<file path="config.mk">
export PLATFORM = sky130hd
export DESIGN_NAME = grant_sequencer
export DESIGN_NICKNAME = d
export VERILOG_FILES = /design/src/rtl/grant_sequencer.sv
export SDC_FILE = /design/constraint.sdc
export NUM_CORES = 1
export LEC_CHECK = 0
export CAP_MARGIN = 20
export CELL_PAD_IN_SITES_DETAIL_PLACEMENT = 2
export CELL_PAD_IN_SITES_GLOBAL_PLACEMENT = 2
export CORE_AREA = 2 2 64 66
export DETAILED_ROUTE_END_ITERATION = 8
export DIE_AREA = 0 0 66 68
export GPL_TIMING_DRIVEN = 0
export HOLD_SLACK_MARGIN = 0.02
export PLACE_DENSITY = 0.83
export SYNTH_ARGS = -nofsm -noshare
export SYNTH_HDL_FRONTEND = slang
export SYNTH_SLANG_ARGS = --single-unit
</file>
<file path="constraint.sdc">
create_clock -name clk -period 1.9 [get_ports clk]
set_input_delay 0.38 -clock clk [delete_from_list [all_inputs] [get_ports clk]]
set_output_delay 0.38 -clock clk [all_outputs]
set_load 0.01 [all_outputs]
</file>
<file path="src/rtl/grant_sequencer.sv">
// grant_sequencer: locks the shared transfer channel to the arbiter's winner,
// runs one fixed-length valid/ready burst for it, then releases ownership and
// idles for one GAP cycle so the arbiter re-evaluates before the next capture.
module grant_sequencer #(
   parameter int N       = 4,
   parameter int BEATS   = 4,
   parameter int TIMEOUT = 16,
   parameter int IDW     = (N > 1) ? $clog2(N) : 1
) (
   input  logic           clk,
   input  logic           rst,
   input  logic [N-1:0]   request,
   input  logic [N-1:0]   arb_grant,
   input  logic           src_valid,
   input  logic           dst_ready,
   output logic [N-1:0]   owner,
   output logic [IDW-1:0] owner_id,
   output logic           busy,
   output logic           dst_valid,
   output logic           src_ready,
   output logic           last,
   output logic           done,
   output logic           abort,
   output logic           grant_err
);

   localparam int BW = $clog2(BEATS + 1);
   localparam int SW = $clog2(TIMEOUT + 1);

   typedef enum logic [1:0] {
      IDLE = 2'd0,
      BUSY = 2'd1,
      GAP  = 2'd2
   } state_t;

   state_t         state, state_nxt;
   logic [N-1:0]   owner_nxt;
   logic [IDW-1:0] owner_id_nxt;
   logic [BW-1:0]  beat_cnt, beat_cnt_nxt;
   logic [SW-1:0]  stall_cnt, stall_cnt_nxt;
   logic           done_nxt, abort_nxt, grant_err_nxt;

   logic           accept;
   logic           final_beat;
   logic           stall_limit;
   logic           owner_lost;
   logic           grant_onehot;
   logic           grant_ok;
   logic [IDW-1:0] grant_idx;

   // Qualify the arbiter grant: exactly one bit set, and that bit is requesting.
   always_comb begin
      grant_idx = '0;
      for (int i = 0; i < N; i++) begin
         if (arb_grant[i]) grant_idx = IDW'(i);
      end
   end

   assign grant_onehot = (arb_grant != '0) && ((arb_grant & (arb_grant - 1'b1)) == '0);
   assign grant_ok     = grant_onehot && ((arb_grant & request) != '0);

   assign busy        = (state == BUSY);
   assign accept      = busy && src_valid && dst_ready;
   assign final_beat  = (beat_cnt == BW'(BEATS - 1));
   assign stall_limit = (stall_cnt == SW'(TIMEOUT - 1));
   assign owner_lost  = !request[owner_id];

   assign dst_valid = busy && src_valid;
   assign src_ready = busy && dst_ready;
   assign last      = busy && final_beat;

   // Next-state and next-register logic for the IDLE/BUSY/GAP sequence.
   always_comb begin
      // NOTE: every signal assigned here gets a default first, so no path can
      // leave one unassigned and infer a latch.
      state_nxt     = state;
      owner_nxt     = owner;
      owner_id_nxt  = owner_id;
      beat_cnt_nxt  = beat_cnt;
      stall_cnt_nxt = stall_cnt;
      done_nxt      = 1'b0;
      abort_nxt     = 1'b0;
      grant_err_nxt = grant_err;

      unique case (state)
         IDLE: begin
            if (request != '0) begin
               if (grant_ok) begin
                  state_nxt     = BUSY;
                  owner_nxt     = arb_grant;
                  owner_id_nxt  = grant_idx;
                  beat_cnt_nxt  = '0;
                  stall_cnt_nxt = '0;
               end else begin
                  grant_err_nxt = 1'b1;
               end
            end
         end

         BUSY: begin
            // A final-beat accept always wins over timeout and request drop.
            if (accept && final_beat) begin
               state_nxt     = GAP;
               done_nxt      = 1'b1;
               owner_nxt     = '0;
               owner_id_nxt  = '0;
               beat_cnt_nxt  = '0;
               stall_cnt_nxt = '0;
            end else if (owner_lost || (!accept && stall_limit)) begin
               state_nxt     = GAP;
               abort_nxt     = 1'b1;
               owner_nxt     = '0;
               owner_id_nxt  = '0;
               beat_cnt_nxt  = '0;
               stall_cnt_nxt = '0;
            end else if (accept) begin
               beat_cnt_nxt  = beat_cnt + BW'(1);
               stall_cnt_nxt = '0;
            end else begin
               stall_cnt_nxt = stall_cnt + SW'(1);
            end
         end

         GAP: begin
            state_nxt = IDLE;
         end

         default: begin
            state_nxt     = IDLE;
            owner_nxt     = '0;
            owner_id_nxt  = '0;
            beat_cnt_nxt  = '0;
            stall_cnt_nxt = '0;
         end
      endcase
   end

   // State and register update; reset drops ownership immediately.
   always_ff @(posedge clk or posedge rst) begin
      if (rst) begin
         state     <= IDLE;
         owner     <= '0;
         owner_id  <= '0;
         beat_cnt  <= '0;
         stall_cnt <= '0;
         done      <= 1'b0;
         abort     <= 1'b0;
         grant_err <= 1'b0;
      end else begin
         // NOTE: non-blocking assignments so every register samples the
         // pre-edge values, independent of statement order.
         state     <= state_nxt;
         owner     <= owner_nxt;
         owner_id  <= owner_id_nxt;
         beat_cnt  <= beat_cnt_nxt;
         stall_cnt <= stall_cnt_nxt;
         done      <= done_nxt;
         abort     <= abort_nxt;
         grant_err <= grant_err_nxt;
      end
   end

endmodule

</file>
==> impl_metrics.json, run 1 <==
{
  "status": "finished, final reports clean",
  "cp.required_ps": 2100,
  "path_cells": "ha_2 -> and3_1 -> ha_1 -> a21oi_2 -> buf_4 -> nand3_4 -> nor3b_1 -> a211o_1",
  "vias": 1029,
  "gp_congestion": 0.738,
  "post-route-min-period_ps": 1840,
  "reg2reg_depth": 8,
  "cp-start-kind": "register",
  "p_leak_nw": 0.778,
  "cts_max_level": 1,
  "grt_max_degree": 20,
  "critPathSlowestCell": "dfrtp_1",
  "async_flop_share_pct": 100,
  "final_hold_viol_count": 0,
  "clock_path_buffers": 2,
  "yosys.area.top_type_share_pct": 43.5,
  "fin_skew_ps": 2.40,
  "finalSetupViolations": 0,
  "synth_cell_types": 41,
  "cts_sinks": 19,
  "dr.pass1.iters": 4,
  "cts_root_buffer": "clkbuf_8",
  "fin_ws_ps": 59.4,
  "numCtsBuffers": 3,
  "sw_frac_of_total_pct": 38.0,
  "finalCritPeriodShare_pct": 96.9,
  "p_clk_share_pct": 17.5,
  "num_rows": 23,
  "clk_latency_ps": 260,
  "drive_above_1_share_pct": 24.1,
  "pre_cts_slack_ps": -498,
  "postPlaceCellArea_sq_um": 1400,
  "comb_power_share_pct": 46.3,
  "area_growth_pct": 47.9,
  "antenna_found_initial": 0,
  "path_max_fanout": 9,
  "clk_pin_slew_ps": 70,
  "power.switching_mw": 0.625,
  "power_mw": 1.65,
  "critical_path_class": "reg -> reg",
  "drv_cap": 0,
  "irDropWorstVdd_mv": 0.410,
  "internal_power_mw": 1.02,
  "seqPwrFrac_pct": 36.3,
  "hold_path_depth": 2,
  "io_pins": 25,
  "drt-vias-per-instance": 5.28,
  "timing.hold.ws_ps": 475,
  "stdcell_area_sq_um": 1620,
  "grt_pass1_wl_mm": 5.57,
  "cts_tree": "done",
  "dpl.hpwl_mm": 2.44,
  "core_region_area_sq_um": 3860,
  "synth.avg_cell_area_sq_um": 10.1,
  "grt_pass1_vias": 1124,
  "grt_usage_pct": 16.8,
  "synthCells": 108,
  "fin_cells": 195,
  "antenna-diode-count": 0,
  "routed_wl_mm": 3.65,
  "crit_arrival_ps": 2040,
  "slew_headroom_pct": 48.7,
  "slew_viol_final": 0,
  "final_cell_mix": "18 x dfrtp_1, 13 x inv_1, 12 x clkdlybuf4s50_1",
  "critical-path-max-stage-delay_ps": 410,
  "synth_edf_count": 0,
  "final_antenna_net_count": 0,
  "drt-initial-drc-count": 31,
  "nets": 162,
  "dieArea_sq_um": 4490,
  "place_inst": 182,
  "start_util_pct": 28.3,
  "syn_nets": 124,
  "port_buffers": 24,
  "synth_area_sq_um": 1090,
  "synth_top_area_cell": "dfrtp_1",
  "synth_flop_cell": "dfrtp_1",
  "yosys-top-cells-area": "dfrtp_1 44%, ha_1 4.6%, inv_1 4.5%",
  "overflow": 0,
  "min_path_type": "reg -> reg",
  "die_y_um": 68,
  "die_w_um": 66,
  "ys_seq_area_share_pct": 43.5,
  "worst_slew_pin_slew_ps": 768,
  "final_common_cell": "dfrtp_1",
  "max_freq_mhz": 543,
  "ctsHoldBuffers": 0,
  "endpoint_kind": "register",
  "yosys_warnings": 0,
  "ys_ff_latch": 19,
  "avgRoutedWirePerCell_um": 18.7,
  "drc": 0,
  "p_per_area_nw_per_um2": 1020
}
power groups by stage:
stage | clock [mW] | sequential, mW | combinational, mW
floorplan | 0 | 0.617 | 0.298
global placement | 0 | 0.609 | 0.567
global route | 0.323 | 0.617 | 0.829
CTS | 0.291 | 0.601 | 0.668
finish | 0.288 | 0.598 | 0.762
detailed placement | 0 | 0.618 | 0.596
sequential cells by signal, summed over array words and instances (netlist names):
register	flops
stall_cnt	5
owner	4
beat_cnt	3
owner_id	2
state	2
abort	1
done	1
grant_err	1
per-stage QoR:
step	util [%]	TNS (ps)
4_1_cts	38.8	0
3_5_place_dp	36.2	-6110
5_1_grt	41.9	-92.8
3_3_place_gp	36.2	-4720
2_1_floorplan	-	0
6_report	41.9	0
layer usage:
layer	global-route usage, %	part of all wire [%]
met5	0	0
met4	3.83	0.63
met3	3.13	3.3
met2	33.0	57
met1	18.8	39
Yosys cell counts (2+ instances only):
library cell and n:
a211o_1 2, a21o_1 3, a21oi_1 4, a22oi_1 3
a31oi_1 2, a32oi_1 4, and2_1 3, and3_1 3
dfrtp_1 19, ha_1 4, inv_1 13, nand2_1 3
nand3_1 3, nand4_1 2, nor2_1 6, nor3b_1 2
nor4b_2 2, o211ai_1 3, o21ai_0 4, o311ai_0 2
repair_timing:
| action | CTS | global route |
|---|---|---|
| gates resized for setup | 17 | 19 |
| buffers inserted | 4 | 5 |
| pin swaps | 1 | 1 |
| endpoints found under the setup margin | 19 | 16 |
final timing paths:
kind / startpoint / slack (ps) / to
min in group asynchronous: rst / 560 / owner[3]
max reg2reg: stall_cnt[0] / 60 / stall_cnt[2]
max: stall_cnt[0] / 60 / stall_cnt[2]
max in group asynchronous: rst / 810 / state[0]
min: grant_err / 480 / grant_err
min reg2reg: grant_err / 480 / grant_err
logic make-up after synthesis:
kind of cell | Yosys count | share of synthesized area (%)
flops | 19 | 43.5
buf+inv | 15 | 5.27
simple gates | 32 | 19.0
compound gates | 35 | 23.8
mux | 2 | 2.98
xor+xnor | 1 | 0.802
fa+ha+maj | 4 | 4.58
cell type report:
cell class | instances | area (sq um)
timing repair buffer | 33 | 317
tap | 50 | 62.6
buffer | 1 | 11.3
multi-input combinational | 74 | 646
fill | 420 | 2240
sequential | 19 | 477
clock buffer | 4 | 45.0
inverter | 14 | 57.6
critical path, delay by kind of cell, from the launching register on:
kind | cells | cell delay (ps)
simple gates | 3 | 560
flops | 1 | 410
buf+inv | 1 | 150
compound gates | 2 | 260
fa+ha+maj | 2 | 410
Note: power is estimated with default switching activity, not from simulation.
==> run 2, diff against run 1 <==
--- a/config.mk
+++ b/config.mk
@@ -14,6 +14,7 @@
 export GPL_TIMING_DRIVEN = 0
 export HOLD_SLACK_MARGIN = 0.02
 export PLACE_DENSITY = 0.83
+export SLEW_MARGIN = 20
 export SYNTH_ARGS = -nofsm -noshare
 export SYNTH_HDL_FRONTEND = slang
 export SYNTH_SLANG_ARGS = --single-unit
==> results of run 2 <==
Final layout, timing and power as in run 1 (identical DEF).
